==> src/rtl/sdrc_bank_arb_pkg.sv <==
// rtl/sdrc_bank_arb_pkg.sv - shared op codes, arbiter states and bank constants
package sdrc_bank_arb_pkg;

  localparam int NUM_BANKS = 4;
  localparam int ADDR_W    = 13;

  typedef enum logic [1:0] {
    OP_PRE = 2'd0,
    OP_ACT = 2'd1,
    OP_RD  = 2'd2,
    OP_WR  = 2'd3
  } sdr_op_e;

  typedef enum logic {
    ARB_IDLE = 1'b0,
    ARB_BUSY = 1'b1
  } arb_state_e;

  function automatic logic [NUM_BANKS-1:0] bank_onehot(input logic [1:0] idx);
    return {{(NUM_BANKS-1){1'b0}}, 1'b1} << idx;
  endfunction

endpackage

==> src/rtl/sdrc_rr_pick.sv <==
// rtl/sdrc_rr_pick.sv - rotating-priority pick: first requester after ptr, skipping excluded banks
module sdrc_rr_pick
  import sdrc_bank_arb_pkg::*;
(
  input  logic [NUM_BANKS-1:0] req,
  input  logic [1:0]           ptr,
  input  logic [NUM_BANKS-1:0] excl,
  output logic                 valid,
  output logic [1:0]           idx
);

  logic [NUM_BANKS-1:0] cand;
  logic [1:0]           probe;

  // Walk from farthest to nearest so the bank right after ptr overrides the rest.
  always_comb begin
    cand  = req & ~excl;
    valid = 1'b0;
    idx   = '0;
    probe = '0;
    for (int k = NUM_BANKS; k >= 1; k--) begin
      probe = ptr + 2'(k);
      if (cand[probe]) begin
        valid = 1'b1;
        idx   = probe;
      end
    end
  end

endmodule

==> src/rtl/sdrc_bank_arb.sv <==
// rtl/sdrc_bank_arb.sv - four-bank command arbiter presenting one registered command to xfr_ctl
// Optional starvation aging enabled by defining SDRC_ARB_AGE_EN.
module sdrc_bank_arb
  import sdrc_bank_arb_pkg::*;
#(
  parameter int SDR_REQ_ID_W = 4,
  parameter int REQ_BW       = 12
) (
  input  logic                             clk,
  input  logic                             reset,
  input  logic [NUM_BANKS-1:0]             b2a_req,
  input  logic [2*NUM_BANKS-1:0]           b2a_cmd,
  input  logic [ADDR_W*NUM_BANKS-1:0]      b2a_addr,
  input  logic [SDR_REQ_ID_W*NUM_BANKS-1:0] b2a_id,
  input  logic [REQ_BW*NUM_BANKS-1:0]      b2a_len,
  input  logic [NUM_BANKS-1:0]             b2a_start,
  input  logic [NUM_BANKS-1:0]             b2a_last,
  input  logic [NUM_BANKS-1:0]             b2a_wrap,
  output logic [NUM_BANKS-1:0]             a2b_ack,
  output logic                             a2x_req,
  output logic [1:0]                       a2x_bank,
  output logic [1:0]                       a2x_cmd,
  output logic [ADDR_W-1:0]                a2x_addr,
  output logic [SDR_REQ_ID_W-1:0]          a2x_id,
  output logic [REQ_BW-1:0]                a2x_len,
  output logic                             a2x_start,
  output logic                             a2x_last,
  output logic                             a2x_wrap,
  input  logic                             x2a_ack,
  input  logic                             x2a_refresh,
  input  logic [3:0]                       age_limit
);

  arb_state_e           state, state_nxt;
  logic [1:0]           rr_ptr;
  logic                 ack_ok, abort, load;
  logic [1:0]           pick_ptr;
  logic [NUM_BANKS-1:0] pick_excl;
  logic                 rr_valid, aged_valid, win_valid;
  logic [1:0]           rr_idx, aged_idx, win_idx;

  // On an ack cycle the next pick rotates from the acked bank and skips it.
  always_comb begin
    ack_ok    = (state == ARB_BUSY) && x2a_ack;
    abort     = (state == ARB_BUSY) && !x2a_ack && (!b2a_req[a2x_bank] || x2a_refresh);
    pick_ptr  = ack_ok ? a2x_bank : rr_ptr;
    pick_excl = ack_ok ? bank_onehot(a2x_bank) : '0;
  end

  sdrc_rr_pick u_rr_pick (
    .req   (b2a_req),
    .ptr   (pick_ptr),
    .excl  (pick_excl),
    .valid (rr_valid),
    .idx   (rr_idx)
  );

`ifdef SDRC_ARB_AGE_EN
  logic [3:0] age_cnt [NUM_BANKS];

  always_ff @(posedge clk) begin
    for (int i = 0; i < NUM_BANKS; i++) begin
      if (reset || !b2a_req[i] || a2b_ack[i]) begin
        age_cnt[i] <= 4'd0;
      end else if (age_cnt[i] != 4'hF) begin
        age_cnt[i] <= age_cnt[i] + 4'd1;
      end
    end
  end

  // Starved banks override round-robin; lowest index wins among them.
  always_comb begin
    aged_valid = 1'b0;
    aged_idx   = '0;
    for (int i = NUM_BANKS - 1; i >= 0; i--) begin
      if ((age_limit != 4'd0) && b2a_req[i] && !pick_excl[i] && (age_cnt[i] >= age_limit)) begin
        aged_valid = 1'b1;
        aged_idx   = 2'(i);
      end
    end
  end
`else
  logic age_unused;
  assign age_unused = ^age_limit;
  assign aged_valid = 1'b0;
  assign aged_idx   = '0;
`endif

  assign win_valid = aged_valid | rr_valid;
  assign win_idx   = aged_valid ? aged_idx : rr_idx;

  always_ff @(posedge clk) begin
    if (reset) state <= ARB_IDLE;
    else       state <= state_nxt;
  end

  always_comb begin
    state_nxt = state;
    case (state)
      ARB_IDLE: if (win_valid) state_nxt = ARB_BUSY;
      ARB_BUSY: begin
        if (ack_ok)     state_nxt = win_valid ? ARB_BUSY : ARB_IDLE;
        else if (abort) state_nxt = ARB_IDLE;
      end
      default:  state_nxt = ARB_IDLE;
    endcase
  end

  // A reset landing on an ack cycle drops the command without acknowledging it.
  always_comb begin
    a2b_ack = '0;
    load    = 1'b0;
    case (state)
      ARB_IDLE: load = win_valid;
      ARB_BUSY: begin
        if (ack_ok && !reset) a2b_ack = bank_onehot(a2x_bank);
        load = ack_ok && win_valid;
      end
      default: ;
    endcase
  end

  assign a2x_req = (state == ARB_BUSY);

  always_ff @(posedge clk) begin
    if (reset) begin
      rr_ptr    <= 2'd3;
      a2x_bank  <= '0;
      a2x_cmd   <= '0;
      a2x_addr  <= '0;
      a2x_id    <= '0;
      a2x_len   <= '0;
      a2x_start <= 1'b0;
      a2x_last  <= 1'b0;
      a2x_wrap  <= 1'b0;
    end else begin
      if (ack_ok) rr_ptr <= a2x_bank;
      if (load) begin
        a2x_bank  <= win_idx;
        a2x_cmd   <= b2a_cmd[2*int'(win_idx) +: 2];
        a2x_addr  <= b2a_addr[ADDR_W*int'(win_idx) +: ADDR_W];
        a2x_id    <= b2a_id[SDR_REQ_ID_W*int'(win_idx) +: SDR_REQ_ID_W];
        a2x_len   <= b2a_len[REQ_BW*int'(win_idx) +: REQ_BW];
        a2x_start <= b2a_start[win_idx];
        a2x_last  <= b2a_last[win_idx];
        a2x_wrap  <= b2a_wrap[win_idx];
      end
    end
  end

endmodule

==> config.mk <==
export PLATFORM = sky130hd
export DESIGN_NAME = sdrc_bank_arb
export DESIGN_NICKNAME = d
export VERILOG_FILES = /design/src/rtl/sdrc_bank_arb_pkg.sv /design/src/rtl/sdrc_rr_pick.sv /design/src/rtl/sdrc_bank_arb.sv
export SDC_FILE = /design/constraint.sdc
export NUM_CORES = 1
export LEC_CHECK = 0
export ABC_AREA = 1
export BUFFER_PORTS_ARGS = -buffer_cell sky130_fd_sc_hd__buf_2
export CAP_MARGIN = 20
export CORE_ASPECT_RATIO = 0.8
export CORE_MARGIN = 2
export CORE_UTILIZATION = 49
export CTS_BUF_LIST = sky130_fd_sc_hd__clkbuf_16
export CTS_CLUSTER_DIAMETER = 100
export DETAILED_ROUTE_END_ITERATION = 10
export MAX_ROUTING_LAYER = met4
export PLACE_DENSITY = 0.88
export SETUP_SLACK_MARGIN = 0.4
export SLEW_MARGIN = 20
export SYNTH_ARGS = -nofsm -noshare
export SYNTH_HDL_FRONTEND = slang
export SYNTH_SLANG_ARGS = --single-unit
==> constraint.sdc <==
create_clock -name clk -period 2.85 [get_ports clk]
set_input_delay 0.285 -clock clk [delete_from_list [all_inputs] [get_ports clk]]
set_output_delay 0.285 -clock clk [all_outputs]
set_load 0.005 [all_outputs]
==> flow_summary.json, run 1 <==
{
  "vias": 4426,
  "multi_input_area_um2": 1833,
  "max-slew-margin-rel_pct": 72.22,
  "grt_first_pass_wirelength_um": 17300,
  "p_leak_nw": 3.054,
  "cts_tree": "built",
  "report.final.slew_viol_count": 0,
  "clk_path_buf_depth": 2,
  "synth_top_area_share_pct": 23.35,
  "wl_per_cell_um": 12.15,
  "crit_required_ns": 3.03,
  "die_w_um": 96.35,
  "drt_pre_antenna_iters": 5,
  "worstPathArrival_ns": 2.44,
  "place_hpwl_um": 8043,
  "pin_count": 189,
  "pre_cts_ws_ns": 0.2110,
  "min_path_type": "in2reg",
  "insertion_delay_ns": 0.28,
  "gp_congestion": 0.9614,
  "clk_pin_slew_ns": 0.06,
  "synth_warnings": 0,
  "netlist_instances": 632,
  "setup_slack_ns": 0.5852,
  "max_cap_viol_count": 0,
  "ys_ff_latch": 39,
  "synth_commonest_cells": "176 x nand2_1, 155 x nand3_1, 148 x inv_1, 47 x nor2_1, 39 x dfxtp_1",
  "h-tree-depth": 2,
  "rsz0062_at_grt": "no",
  "nNetsFinal": 954,
  "ir_drop_mv": 0.3194,
  "fin_tns_setup_ns": 0,
  "areaGrowthSynthToFinish_pct": 35.85,
  "cts_num_sinks": 39,
  "period_share_pct": 79.47,
  "max_freq_mhz": 441.5,
  "final.setup_skew_ns": 0.005737,
  "synthTopCellsByArea": "dfxtp_1 23%, nand3_1 23%, nand2_1 20%",
  "start_util_pct": 51.38,
  "finalWirelength_um": 10830,
  "worst_pin_slew_ns": 0.4167,
  "grt_pass1_vias": 3935,
  "setup_viol": 0,
  "fin_crit_ns": 2.265,
  "design.core.area_um2": 6506,
  "cp-start-kind": "register",
  "drc_errors": 0,
  "seq_area_um2": 783.3,
  "r2r_slack_ns": 0.59,
  "status": "complete, no violations",
  "drive_gt1_share_pct": 28.25,
  "yosysUniqueCellTypes": 21,
  "syn_area_per_cell_um2": 5.290,
  "placement_rows": 26,
  "yosysTopAreaCell": "dfxtp_1",
  "power_density_nw_per_um2": 712.1,
  "final_util_pct": 69.81,
  "numCtsBuffers": 5,
  "drtIter0Drc": 227,
  "synthArstFlopShare_pct": 0,
  "cts.root.buffer_cell": "clkbuf_16",
  "postCtsHoldBufs": 0,
  "syn-num-nets": 780,
  "seq_area_frac_synth_pct": 23.35,
  "die_area_um2": 7504,
  "end_kind": "register",
  "syn_area_um2": 3343,
  "synth_most_common_cell": "nand2_1",
  "synthFlopType": "dfxtp_1",
  "whs_ns": 0.2329,
  "track_usage_pct": 29.39,
  "hold_violations": 0,
  "nFillCells": 610,
  "avgViaCountPerCell": 4.967,
  "ant_nets": 0,
  "synth_edf_count": 0,
  "grt_max_degree": 57,
  "n_antenna_cell": 0,
  "portBuffers": 184,
  "gr-total-overflow": 0,
  "worstSetupPathType": "reg2reg",
  "crit_path_max_fanout": 56,
  "antenna_found_initial": 0,
  "dieHeight_um": 77.88
}
## final timing paths
check	start	endpoint	cells after the start
setup / recovery	a2x_req	a2x_addr[11]	14
hold / removal	b2a_addr[12]	a2x_addr[12]	3
setup reg to reg	a2x_req	a2x_addr[11]	14
hold reg to reg	a2x_len[1]	a2x_len[1]	4
## per-stage QoR
stage / power [mW] / instances / area (um^2)
after floorplan: 2.073 / 632 / 3343
after global placement: 2.490 / 875 / 4249
after detailed placement: 2.547 / 875 / 4249
after CTS: 3.120 / 887 / 4423
after global routing: 3.523 / 891 / 4542
final: 3.234 / 891 / 4542
## critical path, stage by stage, from the launching register on
cell and delay (ns):
dfxtp_1 0.42, nand2_4 0.13, nand2_1 0.08, nand2_1 0.15
nand3_1 0.16, nand2_1 0.07, nand2_1 0.12, nand3_2 0.11
nand3_2 0.15, buf_8 0.31, nand3_1 0.15, nand3_1 0.10
nand3_1 0.07, nand2_1 0.06, inv_1 0.04
## power by group
| group | leakage, nW | internal [mW] | switching, mW |
|---|---|---|---|
| combinational | 2.65 | 0.748 | 1.14 |
| sequential | 0.325 | 0.717 | 0.108 |
| clock | 0.0762 | 0.316 | 0.205 |
## cell families after synthesis
kind of cell | after synthesis | share of synthesized area [%]
buffers and inverters | 189 | 23.20
flip-flops | 39 | 23.35
AND/OR/NAND/NOR | 386 | 50.34
AO/OA/AOI/OAI | 18 | 3.106
## flip-flops by register name, indices dropped and copies added (netlist names)
signal and flops:
a2x_id 4, rr_ptr 2, a2x_addr 13, a2x_cmd 2, a2x_wrap 1, a2x_last 1
a2x_len 12, a2x_req 1, a2x_start 1, a2x_bank 2
## area by class of cell
class                   instances  share of cell area, %
well taps                      84                  2.314
inverters                     154                  12.92
flip-flops and latches         39                  17.25
repair buffers                201                  24.13
clock buffers                   5                  2.755
clock inverters                 3                 0.2755
multi-input cells             405                  40.36
## metal layers
layer,GRT usage (%),routed length [um],vias to the layer above
li1,-,-,2246
met1,35.88,4493,1955
met2,47.99,5240,201
met3,6.893,855,24
met4,9.014,238,0
met5,-,0,-
## what timing repair did
item / in CTS / in global routing
gates cloned: 1 / 0
setup buffers: 3 / 4
gates resized for setup: 2 / 21
setup endpoints to repair: 24 / 35
endpoints found under the hold margin: 0 / 0
pin swaps: 2 / 3
## cells in the final DEF, fill, tap and decap left out
master / synthesis / final
clkinvlp_4: 0 / 1
nand3_1: 155 / 154
nand2_8: 0 / 1
nand2_1: 176 / 175
clkinv_4: 0 / 1
dfxtp_2: 0 / 2
clkbuf_16: 0 / 5
nor2_4: 1 / 3
nand2_2: 2 / 1
buf_12: 0 / 2
nand2_4: 0 / 1
buf_4: 8 / 11
dfxtp_1: 39 / 37
a21oi_1: 9 / 9
nor2_1: 47 / 47
buf_2: 17 / 184
o21ai_0: 4 / 4
inv_2: 5 / 4
nand3_2: 4 / 5
o21ai_4: 1 / 1
buf_6: 2 / 2
buf_8: 0 / 2
o21ai_2: 0 / 1
a211oi_1: 1 / 1
o21ai_1: 3 / 2
clkinv_2: 0 / 1
inv_1: 148 / 150
(Power assumes the default switching activity.)
==> run 2: changes to the inputs <==
- ABC_AREA: 1 -> 0
- CORE_UTILIZATION: 49 -> 41
- PLACE_DENSITY: 0.88 -> 0.82
- clock period: 2.85 -> 2.2 ns (I/O delays scaled with it)
==> flow_summary.json, run 2 <==
{
  "clk_pin_slew_ns": 0.06,
  "postCtsHoldBufs": 0,
  "rsz0062_at_grt": "yes",
  "worstSetupPathType": "reg2reg",
  "synthFlopType": "dfxtp_1",
  "period_share_pct": 102.5,
  "power_density_nw_per_um2": 669.1,
  "synthTopCellsByArea": "dfxtp_1 31%, mux2i_1 23%, o221ai_1 6.2%",
  "worst_pin_slew_ns": 0.4806,
  "start_util_pct": 42.61,
  "max-slew-margin-rel_pct": 67.96,
  "insertion_delay_ns": 0.28,
  "cpPeakStageDelay_ns": 0.53,
  "largest_register": "a2x_addr",
  "synth_most_common_cell": "mux2i_1",
  "yosysUniqueCellTypes": 45,
  "design.core.area_um2": 5943,
  "crit_family": "compound AO/OA/AOI/OAI gates",
  "min_path_type": "in2reg",
  "clk_path_buf_depth": 2,
  "p_leak_nw": 2.248,
  "gr-total-overflow": 0,
  "path_buf_inv": 3,
  "max_cap_viol_count": 0,
  "grt_pass1_vias": 3146,
  "dieHeight_um": 74.30,
  "synth_top_area_share_pct": 30.83,
  "synth_commonest_cells": "59 x mux2i_1, 39 x dfxtp_1, 33 x nand2_1, 18 x o221ai_1, 14 x a21oi_1",
  "wl_per_cell_um": 19.03,
  "placement_rows": 25,
  "gp_congestion": 0.8452,
  "die_w_um": 91.87,
  "worstPathArrival_ns": 2.46,
  "status": "complete, but fails checks",
  "nNetsFinal": 649,
  "crit_path_max_fanout": 7,
  "setup_slack_ns": -0.05458,
  "vias": 3369,
  "track_usage_pct": 29.14,
  "final_util_pct": 76.63,
  "syn_area_per_cell_um2": 9.109,
  "layout_commonest_cell": "buf_2",
  "synth_edf_count": 0,
  "hold_violations": 0,
  "crit_required_ns": 2.41,
  "avgViaCountPerCell": 5.779,
  "synthArstFlopShare_pct": 0,
  "h-tree-depth": 2,
  "violations": "setup timing",
  "cts.root.buffer_cell": "clkbuf_16",
  "drtIter0Drc": 214,
  "netlist_instances": 278,
  "syn-num-nets": 426,
  "setup_viol": 7,
  "max_freq_mhz": 443.5,
  "finalWirelength_um": 11090,
  "ys_ff_latch": 39,
  "cp-start-kind": "register",
  "fin_crit_ns": 2.255,
  "n_antenna_cell": 0,
  "layout_common_cells": "184 x buf_2, 51 x mux2i_1, 36 x dfxtp_1",
  "drc_errors": 0,
  "whs_ns": 0.1961,
  "largest_reg_flops": 13,
  "seq_area_frac_synth_pct": 30.83,
  "drt_pre_antenna_iters": 4,
  "report.final.slew_viol_count": 0,
  "reg_top3": "a2x_addr (13), a2x_len (12), a2x_id (4)",
  "yosysTopAreaCell": "dfxtp_1",
  "cts_tree": "built",
  "path_cells": "buf_6 -> and4_1 -> a311oi_2 -> a2bb2oi_2 -> buf_12 -> buf_8 -> a21oi_2 -> or4_1 -> o211ai_1",
  "cts_num_sinks": 39,
  "crit_path_top_delay_cell": "or4_1",
  "numCtsBuffers": 5,
  "place_hpwl_um": 6485,
  "grt_max_degree": 29,
  "synth_warnings": 0,
  "grt_first_pass_wirelength_um": 15150,
  "nFillCells": 411,
  "areaGrowthSynthToFinish_pct": 79.84,
  "final.setup_skew_ns": 0.007544,
  "syn_area_um2": 2532,
  "portBuffers": 184,
  "ant_nets": 0,
  "die_area_um2": 6825,
  "antenna_found_initial": 0,
  "pin_count": 189,
  "drive_gt1_share_pct": 59.56,
  "ir_drop_mv": 0.3865,
  "end_kind": "register"
}
[run 2: cell count changes in the layout (fill, tap and decap cells not counted), sizes merged, moves of 10 or more]
cell	delta
nor3	+15
nand3	-157
or4	+10
nor2	-45
inv	-152
o211ai	+10
buf	+32
mux2i	+59
nand2	-145
o221ai	+18
[run 2: kinds of logic (layout without fill, tap and decap cells)]
| logic type | after synthesis | in the layout | share of synthesized area (%) |
|---|---|---|---|
| AOI/OAI and AO/OA | 70 | 73 | 21.00 |
| DFF | 39 | 39 | 30.83 |
| muxes | 62 | 62 | 25.10 |
| buffers and inverters | 25 | 246 | 5.583 |
| and+or+nand+nor | 82 | 82 | 17.49 |
[run 2: timing repair]
| action | in CTS | in global routing |
|---|---|---|
| resized for setup | 48 | 31 |
| gates cloned | 6 | 2 |
| pin swaps | 29 | 16 |
| setup endpoints to repair | 36 | 36 |
| buffers inserted | 21 | 7 |
[run 2: metal layers]
metal	vias up	GRT usage, %	wire (um)
met1	1568	33.52	4257
met4	0	10.45	391
li1	1549	-	-
met3	41	5.674	866
met2	211	51.55	5578
met5	-	-	0
[run 2: power by group]
group,switching [mW],internal [mW]
sequential,0.0729,0.828
clock,0.306,0.413
combinational,0.652,0.776
total,1.03,2.02
[run 2: final timing paths]
kind / startpoint / end / slack, ns / cells after the start
worst max-delay path: a2x_req / a2x_wrap / -0.05 / 9
worst min-delay path: x2a_refresh / a2x_req / 0.20 / 3
worst max register to register: a2x_req / a2x_wrap / -0.05 / 9
worst min register to register: a2x_len[1] / a2x_len[1] / 0.46 / 2
[run 2: tightest hold or removal path: stages]
cell	delay, ns
buf_2	0.07
nand3b_1	0.09
a21oi_1	0.06
[run 2: stage by stage]
stage               TNS [ns]  area, um^2  setup WS [ns]  cells  power (mW)
floorplan                  0        2587         0.1895    278       1.480
global placement           0        3643        0.01490    539       1.850
detailed placement   -0.1431        3643       -0.02861    539       1.878
CTS                        0        4300        0.07053    574       2.855
global route         -0.7934        4554       -0.09227    583       3.180
finish               -0.1756        4554       -0.05458    583       3.047
[run 2: area by class of cell]
| cell class | instances | area, um^2 | area share, % |
|---|---|---|---|
| multi-input cells | 217 | 1979 | 43.46 |
| repair buffers | 235 | 1530 | 33.60 |
| flip-flops and latches | 39 | 792.0 | 17.39 |
| clock buffers | 5 | 125.1 | 2.747 |
| well taps | 81 | 101.3 | 2.225 |
| clock inverters | 3 | 15.01 | 0.3297 |
| inverters | 3 | 11.26 | 0.2473 |
